===== config.mk =====
export PLATFORM = sky130hd
export DESIGN_NAME = cart_ram_arbiter
export DESIGN_NICKNAME = d
export VERILOG_FILES = /design/src/rtl/cart_ram_arbiter.sv
export SDC_FILE = /design/constraint.sdc
export NUM_CORES = 1
export LEC_CHECK = 0
export ABC_AREA = 1
export CELL_PAD_IN_SITES_DETAIL_PLACEMENT = 0
export CELL_PAD_IN_SITES_GLOBAL_PLACEMENT = 2
export CORE_MARGIN = 4
export CORE_UTILIZATION = 26
export DETAILED_ROUTE_END_ITERATION = 12
export GPL_ROUTABILITY_DRIVEN = 0
export PLACE_DENSITY = 0.86
export SYNTH_ARGS = -nofsm -noshare
export SYNTH_HDL_FRONTEND = slang
export SYNTH_SLANG_ARGS = --single-unit

===== constraint.sdc =====
create_clock -name clk_sys -period 3.2 [get_ports clk_sys]
set_input_delay 0.64 -clock clk_sys [delete_from_list [all_inputs] [get_ports clk_sys]]
set_output_delay 0.64 -clock clk_sys [all_outputs]
set_load 0.005 [all_outputs]

===== src/rtl/cart_ram_arbiter.sv =====
// cart_ram_arbiter: shares one 16 KB single-port cartridge RAM between the
// HPS download bus (index 1 only) and CPU reads. Download beats go through a
// one-entry holding register throttled by ioctl_wait. The CPU is held in
// reset while an image loads.
// Build option: define CART_MIRROR_EN to mirror images smaller than 16 KB
// across the CPU address space. Without it, reads past the image return 8'hFF.
module cart_ram_arbiter (
  input  logic        clk_sys,
  input  logic        reset,
  input  logic        ioctl_download,
  input  logic        ioctl_wr,
  input  logic [15:0] ioctl_addr,
  input  logic [7:0]  ioctl_data,
  input  logic [7:0]  ioctl_index,
  output logic        ioctl_wait,
  input  logic        cpu_req,
  input  logic [13:0] cpu_addr,
  output logic        cpu_ack,
  output logic [7:0]  cpu_rd_data,
  output logic [13:0] ram_addr,
  output logic [7:0]  ram_din,
  output logic        ram_we,
  input  logic [7:0]  ram_dout,
  output logic        cart_valid,
  output logic [14:0] cart_size,
  output logic        cart_hold,
  output logic        cart_ovf
);

  typedef enum logic [2:0] {IDLE, CPU_RD, CPU_DONE, DL_WR, DL_FIN} state_t;

  state_t      state;
  state_t      state_next;

  logic        dl_active;
  logic        dl_prev;
  logic        dl_rise;
  logic        dl_fall;
  logic        fin_pending;
  logic        wr_accept;
  logic        hold_full;
  logic [15:0] hold_addr;
  logic [7:0]  hold_data;
  logic        hold_in_range;
  logic [14:0] wr_end;
  logic [13:0] rd_addr;
  logic        rd_blank;

  // Only index 1 counts as a cartridge download; anything else is invisible.
  assign dl_active     = ioctl_download && (ioctl_index == 8'd1);
  assign dl_rise       = dl_active && !dl_prev;
  assign dl_fall       = !dl_active && dl_prev;
  assign wr_accept     = ioctl_wr && dl_active && !hold_full;
  assign ioctl_wait    = hold_full;
  assign hold_in_range = (hold_addr[15:14] == 2'b00);
  // Highest byte count implied by the held beat, clamped at 16 KB.
  assign wr_end        = hold_in_range ? ({1'b0, hold_addr[13:0]} + 15'd1) : 15'd16384;

`ifdef CART_MIRROR_EN
  logic [13:0] mirror_mask;
  logic [13:0] size_m1;
  logic [13:0] smear1;
  logic [13:0] smear2;
  logic [13:0] smear3;
  logic [13:0] mask_next;

  // Smearing the top set bit of size-1 downwards gives the smallest 2^n-1
  // covering the image; a full 16 KB image wraps to 14'h3FFF.
  assign size_m1   = cart_size[13:0] - 14'd1;
  assign smear1    = size_m1 | (size_m1 >> 1);
  assign smear2    = smear1 | (smear1 >> 2);
  assign smear3    = smear2 | (smear2 >> 4);
  assign mask_next = smear3 | (smear3 >> 8);
  assign rd_addr   = cpu_addr & mirror_mask;
  assign rd_blank  = !cart_valid || cart_hold;

  // Mirror mask is recomputed once per load, when the download finishes.
  always_ff @(posedge clk_sys or posedge reset) begin
    if (reset) begin
      mirror_mask <= 14'h3FFF;
    end else if (state == DL_FIN) begin
      mirror_mask <= mask_next;
    end
  end
`else
  assign rd_addr  = cpu_addr;
  assign rd_blank = !cart_valid || cart_hold || ({1'b0, cpu_addr} >= cart_size);
`endif

  // State register.
  always_ff @(posedge clk_sys or posedge reset) begin
    if (reset) begin
      state <= IDLE;
    end else begin
      state <= state_next;
    end
  end

  // Arbitration and RAM port drive; writes win over reads, and a write
  // arriving this very cycle already counts as pending.
  always_comb begin
    state_next = state;
    ram_we     = 1'b0;
    ram_addr   = '0;
    ram_din    = '0;
    case (state)
      IDLE: begin
        if (hold_full || wr_accept) begin
          state_next = DL_WR;
        end else if (cpu_req && !cpu_ack) begin
          state_next = CPU_RD;
        end else if (fin_pending) begin
          state_next = DL_FIN;
        end
      end
      CPU_RD: begin
        ram_addr   = rd_addr;
        state_next = CPU_DONE;
      end
      CPU_DONE: begin
        state_next = IDLE;
      end
      DL_WR: begin
        ram_we   = hold_in_range;
        ram_addr = hold_addr[13:0];
        ram_din  = hold_data;
        // A read that lost arbitration starts straight away, no dead cycle.
        if (cpu_req && !cpu_ack) begin
          state_next = CPU_RD;
        end else begin
          state_next = IDLE;
        end
      end
      DL_FIN: begin
        state_next = IDLE;
      end
      default: begin
        state_next = IDLE;
      end
    endcase
  end

  // Holding register, CPU read return and cartridge status bookkeeping.
  always_ff @(posedge clk_sys or posedge reset) begin
    if (reset) begin
      dl_prev     <= 1'b0;
      fin_pending <= 1'b0;
      hold_full   <= 1'b0;
      hold_addr   <= '0;
      hold_data   <= '0;
      cpu_ack     <= 1'b0;
      cpu_rd_data <= 8'hFF;
      cart_valid  <= 1'b0;
      cart_size   <= '0;
      cart_hold   <= 1'b0;
      cart_ovf    <= 1'b0;
    end else begin
      dl_prev <= dl_active;
      cpu_ack <= 1'b0;
      if (state == CPU_DONE) begin
        cpu_ack     <= 1'b1;
        cpu_rd_data <= rd_blank ? 8'hFF : ram_dout;
      end
      if (state == DL_WR) begin
        hold_full <= 1'b0;
        if (!hold_in_range) begin
          cart_ovf <= 1'b1;
        end
        if (wr_end > cart_size) begin
          cart_size <= wr_end;
        end
      end
      if (wr_accept) begin
        hold_full <= 1'b1;
        hold_addr <= ioctl_addr;
        hold_data <= ioctl_data;
      end
      if (state == DL_FIN) begin
        cart_valid  <= (cart_size != 15'd0);
        cart_hold   <= 1'b0;
        fin_pending <= 1'b0;
      end
      if (dl_fall) begin
        fin_pending <= 1'b1;
      end
      // A fresh download always restarts the cartridge, overriding the above.
      if (dl_rise) begin
        cart_valid  <= 1'b0;
        cart_size   <= '0;
        cart_ovf    <= 1'b0;
        cart_hold   <= 1'b1;
        fin_pending <= 1'b0;
      end
    end
  end

endmodule

# Yosys cells after proc, flatten, opt, wreduce, memory -nomap -nowiden
# Index checks and enable logic that the tools add are counted.
# op_classes
n_reduce_logical	24
addsub	1
n_eq_ne	7
n_mux	25
order_cmp	2
# ops
cell	count
2-to-1 mux 15 bit	4
one-hot mux 14 bit (2 select lines)	1
2-to-1 mux 8 bit	2
adder 14 x 1 -> 15 bit (second input constant)	1
greater-or-equal comparator 14 x 15 -> 1 bit	1
> comparator 15 bit	1
nonzero test 15 bit	1
2-to-1 mux 1 bit	14
2-to-1 mux 3 bit	3
one-hot mux 3 bit (3 select lines)	1
== test 8 x 1 -> 1 bit (second input constant)	1
nonzero test 2 bit	4
== test 3 x 2 -> 1 bit (second input constant)	2
logical AND 1 bit	6
zero test 1 bit	5
inequality test 4 bit (second input constant)	1
AND reduction 2 bit	2
== test 3 x 1 -> 1 bit (second input constant)	1
== test 3 bit (second input constant)	1
zero test 3 bit	1
logical OR 1 bit	3
nonzero test 3 bit	1
zero test 2 bit	1
inequality test 2 bit (second input constant)	1
# totals
word_cells	71
regBits	57
input_bits	59

# Longest topological paths before layout
# Gate-level depths: netlist of run 1.
# depth
word_depth	7
mapped_depth	19
ltp_nobuf	19

# Worst setup path before layout of run 1
# No wires, ideal clock.
# synth_path
kind	register -> register
from	register hold_addr[3]
to	register cart_size[0]
path_stages_with_launch	18
setup_time_ns	0.067
n_path_buf	1
setup_slack_ns	0.781
t_required_ns	3.133
t_arrival_ns	2.353
path_cell_list	dfrtp_1 nand2_1 nor2_1 nand2_1 o21ai_0 nand2_1 nand2_1 inv_1 ha_1 nand2_1 nor2_1 nand2_1 inv_1 nand2_1 nand2_1 clkbuf_1 nand4_1 nand2_1
# synth_via
elab_chain_len	5
# synth_lines
item	line_no	rtl
start, declared	42	logic [15:0] hold_addr;
start signal, assigned	175	hold_addr <= ioctl_addr;
adder 14 x 1 -> 15 bit	57	assign wr_end = hold_in_range ? ({1'b0, hold_addr[13:0]} + 15'd1) : 15'd16384;
2-to-1 mux 15 bit	57	
> comparator 15 bit	169	if (wr_end > cart_size) begin
nonzero test 2 bit (no line)	--	
AND reduction 2 bit (no line)	--	
end signal, assigned	170	cart_size <= wr_end;
end, declared	25	output logic [14:0] cart_size,
# No other way between the ends.
# A chain may end at the register's enable or synchronous reset.

# Final worst setup path of run 1
# layout_path
from	register state[1]
to	output port ram_addr[5]
# layout_via
elab_chain_len	2
elab_cells_between_ends	3
cone_classes	eq/ne (2); mux (1)
# layout_lines
item	line_no	rtl
start, declared	32	state_t state;
start signal, assigned	95	state <= state_next;
== test 3 x 2 -> 1 bit or == test 3 x 1 -> 1 bit (tied branches)	106	case (state)
one-hot mux 14 bit (2 select lines) *	106	
end, declared	20	output logic [13:0] ram_addr,
# Every way passes the cells marked *; elsewhere a longest branch is shown, timed or not.

==> results of run 1 <==
[layout make-up]
class / instances / share of cell area (%)
Tap cell: 180 / 4.136
Inverter: 100 / 6.893
Multi-Input combinational cell: 370 / 35.59
Clock inverter: 3 / 0.7353
Timing Repair Buffer: 120 / 21.55
Clock buffer: 12 / 4.710
Sequential cell: 57 / 26.38
[stage by stage]
step / hold slack (ps) / total power [mW] / std cells / utilization (%) / area, um^2
floorplan: 453.7 / 1.927 / 541 / - / 3812
global placement: 468.9 / 2.723 / 827 / 36.51 / 5146
detailed placement: 475.1 / 2.755 / 827 / 36.51 / 5146
CTS: 487.9 / 3.742 / 842 / 38.61 / 5443
global route: 497.8 / 3.986 / 842 / 38.63 / 5445
finish: 487.3 / 3.698 / 842 / 38.63 / 5445
[power groups by stage]
stage	clock network, mW	logic, mW	registers (mW)
2_1_floorplan	0	0.873	1.05
5_1_grt	1.03	1.87	1.09
3_3_place_gp	0	1.64	1.08
3_5_place_dp	0	1.67	1.08
6_report	0.971	1.66	1.07
4_1_cts	0.986	1.68	1.07
[worst max-delay path by stage]
stage / to / from / slack (ps) / cells after the start
after floorplan: cart_size[0] / hold_addr[3] / 780 / 17
after global placement: cart_size[10] / hold_addr[3] / 360 / 17
after detailed placement: cart_size[9] / hold_addr[3] / 320 / 17
after CTS: ram_addr[5] / state[1] / 290 / 4
after global routing: cart_size[3] / hold_addr[3] / 70 / 17
final: ram_addr[5] / state[1] / 300 / 4
[cells in the final DEF, fill, tap and decap left out, types with 2 or more instances in the layout]
cell type and n:
clkdlybuf4s50_1 109, o21ai_0 19, nand4_1 23, or2_2 8, nor4_1 2, nor2_1 73, inv_1 98, nor3_1 5
buf_4 11, clkbuf_16 9, clkinv_2 2, o22ai_1 9, nand3_1 38, ha_1 33, nand2_1 119, inv_2 2
a21oi_1 34, dfstp_2 8, clkbuf_8 2, dfrtp_1 49
[critical path: stages (launching register included)]
cell             delay [ps]
dfrtp_1                 390
inv_1                   130
nand3_1                 440
o22ai_1                 410
clkdlybuf4s50_1         560
[layer usage]
layer | routed length (um) | global-route usage [%] | part of all wire [%]
met1 | 5446 | 19.12 | 45
met2 | 5901 | 24.97 | 49
met3 | 411 | 2.473 | 3.4
met4 | 292 | 5.621 | 2.4
met5 | 0 | 0 | 0
[cells by family after synthesis]
logic type	share of synthesized area, %
and+or+nand+nor	31.15
buffers and inverters	11.55
adders and majority gates	10.83
DFF	37.68
AOI/OAI and AO/OA	8.795
[repair_timing]
action	4_1_cts	5_1_grt
setup endpoints to repair	0	12
gates resized for setup	0	1
buffers inserted	0	0
hold endpoints to repair	0	0
[flip-flops by register name (all words and copies together), names as in the netlist]
name / count
cpu_rd_data: 8
cart_valid: 1
cpu_ack: 1
hold_addr: 16
cart_size: 15
fin_pending: 1
dl_prev: 1
cart_ovf: 1
hold_data: 8
state: 3
cart_hold: 1
ioctl_wait: 1
==> metrics.md, run 1 <==
| Metric | Value |
|---|---|
| Run status | `complete, no violations` |
| CTS root buffer | `clkbuf_16` |
| Number of global-route vias before repair | `3853` |
| Post-synthesis sequential area ratio | `37.68%` |
| CP Capture Type | `output pin` |
| Max Clock Skew | `4.888 ps` |
| Fmax achieved | `0.3453 GHz` |
| Leading area contributor after synthesis | `dfrtp_1` |
| Hold path start | `hold_addr[14]` |
| R2R depth | `17` |
| Final setup margin | `303.6 ps` |
| # setup viols final | `0` |
| Max-Slew Margin vs Limit | `37.63%` |
| Slew of the pin with the lowest slew margin | `928.4 ps` |
| Largest net degree at the start of global routing | `50` |
| Reg power frac | `29.0%` |
| RSZ-0062 raised after global routing | `false` |
| Gr ovfl total | `0` |
| Syn_nets | `633` |
| R2r startpoint | `hold_addr[3]` |
| Worst Path Required | `2560 ps` |
| CTS tree | `yes` |
| Fin crit period | `2896 ps` |
| Synth warn | `0` |
| Ys flop type | `dfrtp_1` |
| PortBufs | `109` |
| P per Cell Area | `679.1 mW/mm^2` |
| Post-synthesis cell area | `0.003812 mm^2` |
| Worst Path Max Fanout | `15` |
| Clock Tree Buf Depth | `2` |
| Die H | `129.1 um` |
| Routed vias/inst | `4.489` |
| Sw Share | `35.48%` |
| Netlist cell types | `26` |
| TritonCTS Sinks | `57` |
| Worst vdd ir | `0.2606 mV` |
| Min-Delay Path Class | `reg -> reg` |
| Multi-input logic area | `0.001938 mm^2` |
| Synth Instances | `541` |
| Hold Path Cell Cnt | `2` |
| Antenna Nets Post-Route | `0` |
| Nature of the critical path startpoint | `flop` |
| Yosys reg bits | `57` |
| Post-Route WL | `12050 um` |
| Pint | `2.386 mW` |
| Initial antenna violation count | `0` |
| Reg clk slew, reported paths | `50 ps` |
| Endpoint, Worst Hold | `hold_addr[14]` |
| Initial core utilization | `27.05%` |
| DP HPWL | `9669 um` |
| Dpl ws | `323.2 ps` |
| Diode count | `0` |
| H-Tree Depth | `3` |
| Clock power frac | `26.3%` |
| Leak | `2.744 nW` |
| Critical path arrival | `2260 ps` |
| Routed vias | `3780` |
| Detailed Routing Iterations Pass 1 | `4` |
| Synth-to-Final Area Change | `42.83%` |
| Gr usage total | `14.84%` |
| Share of the synthesized area in the top cell type | `32.16%` |
| Avg Cell Area, Syn | `7.047 um^2` |
| Final max-slew violation count | `0` |
| Setup TNS | `0 ps` |
| Capturing point of the worst reg2reg path | `cart_size[9]` |
| Full die area | `0.01666 mm^2` |
| Clock latency at the later pin of the worst-skew pair | `330 ps` |
| Most common cell in the netlist | `nand2_1` |
| P_sw | `1.312 mW` |
| Layout cells sized above 1 | `7.100%` |
| Hold bufs inserted after CTS | `0` |
| First-pass GRT wire length | `19350 um` |
| Async set or reset register ratio after synthesis | `100.0%` |
| Total CTS buffers | `9` |
| Post-synth EDFFs | `0` |
| FF+latch area | `0.001436 mm^2` |
| Nets | `750` |
| DRC | `0` |
| Iteration-0 DRC Markers | `234` |
| Fillers | `1528` |
| Combinational share of power | `44.8%` |
| Core Area | `0.01410 mm^2` |
| Most area-consuming cells after synthesis | `dfrtp_1 (32%), nand2_1 (12%), ha_1 (11%), inv_1 (9.7%), nor2_1 (7.3%)` |
| Wire length per cell | `14.31 um` |
| Row Count | `43` |
| Critical path type | `reg -> out` |
| Max-cap violations | `0` |
| Final hold vios | `0` |
| Io pins | `110` |
| Die width | `129.1 um` |
| Synth cell count leaders | `nand2_1 (119), inv_1 (99), nor2_1 (74), dfrtp_1 (49), nand3_1 (38)` |
| R2R Setup Slk | `420 ps` |
| Tcrit/Tclk final | `90.51%` |
(Power assumes the default switching activity.)
==> run 2, diff against run 1 <==
- CORE_UTILIZATION: 26 -> 28
- PLACE_DENSITY: 0.86 -> 0.91
- clock period: 3.2 -> 3.5 ns (I/O delays scaled with it)
==> run 2 against run 1 <==
Effect of this change: sequential power down 9%; global-route usage up 0.48 points; count of clock-buffer cells in the layout unchanged; largest cell class unchanged; worst hold slack about the same; non-clock buffer count down 4; cell count down 0.95%; die area down 6.7%; final area down 0.69%; critical path depth unchanged; clock power down 9.6%; first-iteration DRC count up 23%.
==> metrics.md, run 2 (same netlist as run 1, synthesis figures left out) <==
| Metric | Value |
|---|---|
| CP Capture Type | `output pin` |
| TritonCTS Sinks | `57 (unchanged)` |
| Post-Route WL | `11850 um (-1.6%)` |
| Initial antenna violation count | `0 (unchanged)` |
| H-Tree Depth | `3 (unchanged)` |
| # setup viols final | `0 (unchanged)` |
| Biggest register | `hold_addr` |
| Critical path arrival | `2300 ps (+40 ps)` |
| Largest net degree at the start of global routing | `58 (+16%)` |
| Row Count | `42 (-2.3%)` |
| Post-layout instance area | `0.005408 mm^2 (-0.69%)` |
| Full die area | `0.01555 mm^2 (-6.7%)` |
| Gr ovfl total | `0 (unchanged)` |
| Max-cap violations | `0 (unchanged)` |
| Worst vdd ir | `0.1849 mV (-29%)` |
| Antenna Nets Post-Route | `0 (unchanged)` |
| Wire length per cell | `14.21 um (-0.70%)` |
| Clock Tree Buf Depth | `2 (unchanged)` |
| Fin crit period | `2996 ps` |
| Hold Path Cell Cnt | `2 (unchanged)` |
| Detailed Routing Iterations Pass 1 | `4 (unchanged)` |
| Layout cells sized above 1 | `6.383% (-0.72 points)` |
| Max-Slew Margin vs Limit | `38.89% (+1.3 points)` |
| Max reg flops | `16 (unchanged)` |
| Commonest cells after routing, fill and taps aside | `nand2_1 (119), clkdlybuf4s50_1 (109), inv_1 (98), nor2_1 (74), dfrtp_1 (49)` |
| Most common cell after layout, fill and taps aside | `nand2_1` |
| Slew of the pin with the lowest slew margin | `909.6 ps (-18.75 ps)` |
| Gr usage total | `15.31% (+0.48 points)` |
| Final max-slew violation count | `0 (unchanged)` |
| P per Cell Area | `621.1 mW/mm^2 (-8.5%)` |
| Routed vias/inst | `4.500 (+0.24%)` |
| Hold path start | `hold_addr[14]` |
| Routed vias | `3753 (-0.71%)` |
| RSZ-0062 raised after global routing | `false` |
| PortBufs | `109 (unchanged)` |
| Placed cell area | `0.005111 mm^2 (-0.68%)` |
| Synth-to-Final Area Change | `41.84%` |
| CTS root buffer | `clkbuf_16` |
| Die width | `124.7 um (-3.4%)` |
| Io pins | `110 (unchanged)` |
| R2r startpoint | `hold_addr[0]` |
| Setup TNS | `0 ps (unchanged)` |
| Min-Delay Path Class | `reg -> reg` |
| Max Clock Skew | `11.53 ps (+6.643 ps)` |
| Nature of the critical path startpoint | `flop` |
| Core Area | `0.01330 mm^2 (-5.7%)` |
| Reg clk slew, reported paths | `50 ps (about the same)` |
| Post-cts resize count | `0 (unchanged)` |
| Worst Path Max Fanout | `15 (unchanged)` |
| FF+latch area | `0.001436 mm^2 (unchanged)` |
| Total CTS buffers | `9 (unchanged)` |
| Number of global-route vias before repair | `3726 (-3.3%)` |
| Capturing point of the worst reg2reg path | `cart_size[13]` |
| Largest regs | `hold_addr x16, cart_size x15` |
| Endpoint, Worst Hold | `hold_addr[14]` |
| Iteration-0 DRC Markers | `287 (+23%)` |
| Worst Path Required | `2800 ps (+240 ps)` |
| Die H | `124.7 um (-3.4%)` |
| Fmax achieved | `0.3338 GHz` |
| R2R Setup Slk | `730 ps (+310 ps)` |
| Nets | `746 (-0.53%)` |
| Hold bufs inserted after CTS | `0 (unchanged)` |
| Diode count | `0 (unchanged)` |
| Tcrit/Tclk final | `85.60%` |
| DRC | `0 (unchanged)` |
| Initial core utilization | `28.67% (+1.6 points)` |
| CTS tree | `yes` |
| Run status | `complete, no violations` |
| First-pass GRT wire length | `19060 um (-1.5%)` |
| Final hold vios | `0 (unchanged)` |
| R2R depth | `16 (-1)` |
| Leak | `2.726 nW (-0.67%)` |
| DP HPWL | `9442 um (-2.3%)` |
| Critical path type | `reg -> out` |
| Setup Fix Bufs, Post-CTS | `0 (unchanged)` |
| Multi-input logic area | `0.001936 mm^2 (-0.13%)` |
| Clock latency at the later pin of the worst-skew pair | `330 ps (about the same)` |
| Fillers | `1400 (-8.4%)` |
## run 2: per-stage QoR
stage / setup slack [ps] / cells / hold slack (ps) / power, mW / utilization, %
final: 503.9 / 834 / 487.0 / 3.359 / 40.67
after detailed placement: 645.4 / 819 / 477.9 / 2.505 / 38.44
after global placement: 662.0 / 819 / 469.2 / 2.472 / 38.44
after CTS: 428.9 / 834 / 490.6 / 3.400 / 40.67
after floorplan: 1081 / 541 / 453.7 / 1.762 / -
after global routing: 379.8 / 834 / 517.5 / 3.619 / 40.67
## run 2: critical path, stage by stage (launching register included)
cell and delay, ps:
dfrtp_1 380, inv_1 130, nand3_1 450, o21ai_0 440, clkdlybuf4s50_1 570
## run 2: worst max path at each step
stage	startpoint	end	slack, ps
detailed placement	cpu_addr[3]	ram_addr[3]	650
floorplan	hold_addr[3]	cart_size[0]	1080
CTS	state[1]	ram_addr[3]	430
finish	state[1]	ram_addr[3]	500
global route	state[1]	ram_addr[3]	380
global placement	cpu_addr[3]	ram_addr[3]	660
## run 2: layout make-up
type	instances	share of cell area (%)
Tap cell	176	4.072
Clock inverter	3	0.7404
Clock buffer	12	4.743
Inverter	100	6.941
Multi-Input combinational cell	370	35.79
Sequential cell	57	26.56
Timing Repair Buffer	116	21.15
## run 2: power by group
group | internal [mW] | switching, mW
clock | 0.582 | 0.296
combinational | 0.745 | 0.762
sequential | 0.844 | 0.130
## run 2: per-layer routing
metal / global-route usage [%] / part of all wire, % / vias to the layer above
met5: 0 / 0 / -
met4: 6.319 / 2.3 / 0
met3: 3.431 / 4.6 / 17
met2: 24.55 / 47 / 89
met1: 19.90 / 46 / 1701
li1: - / - / 1946
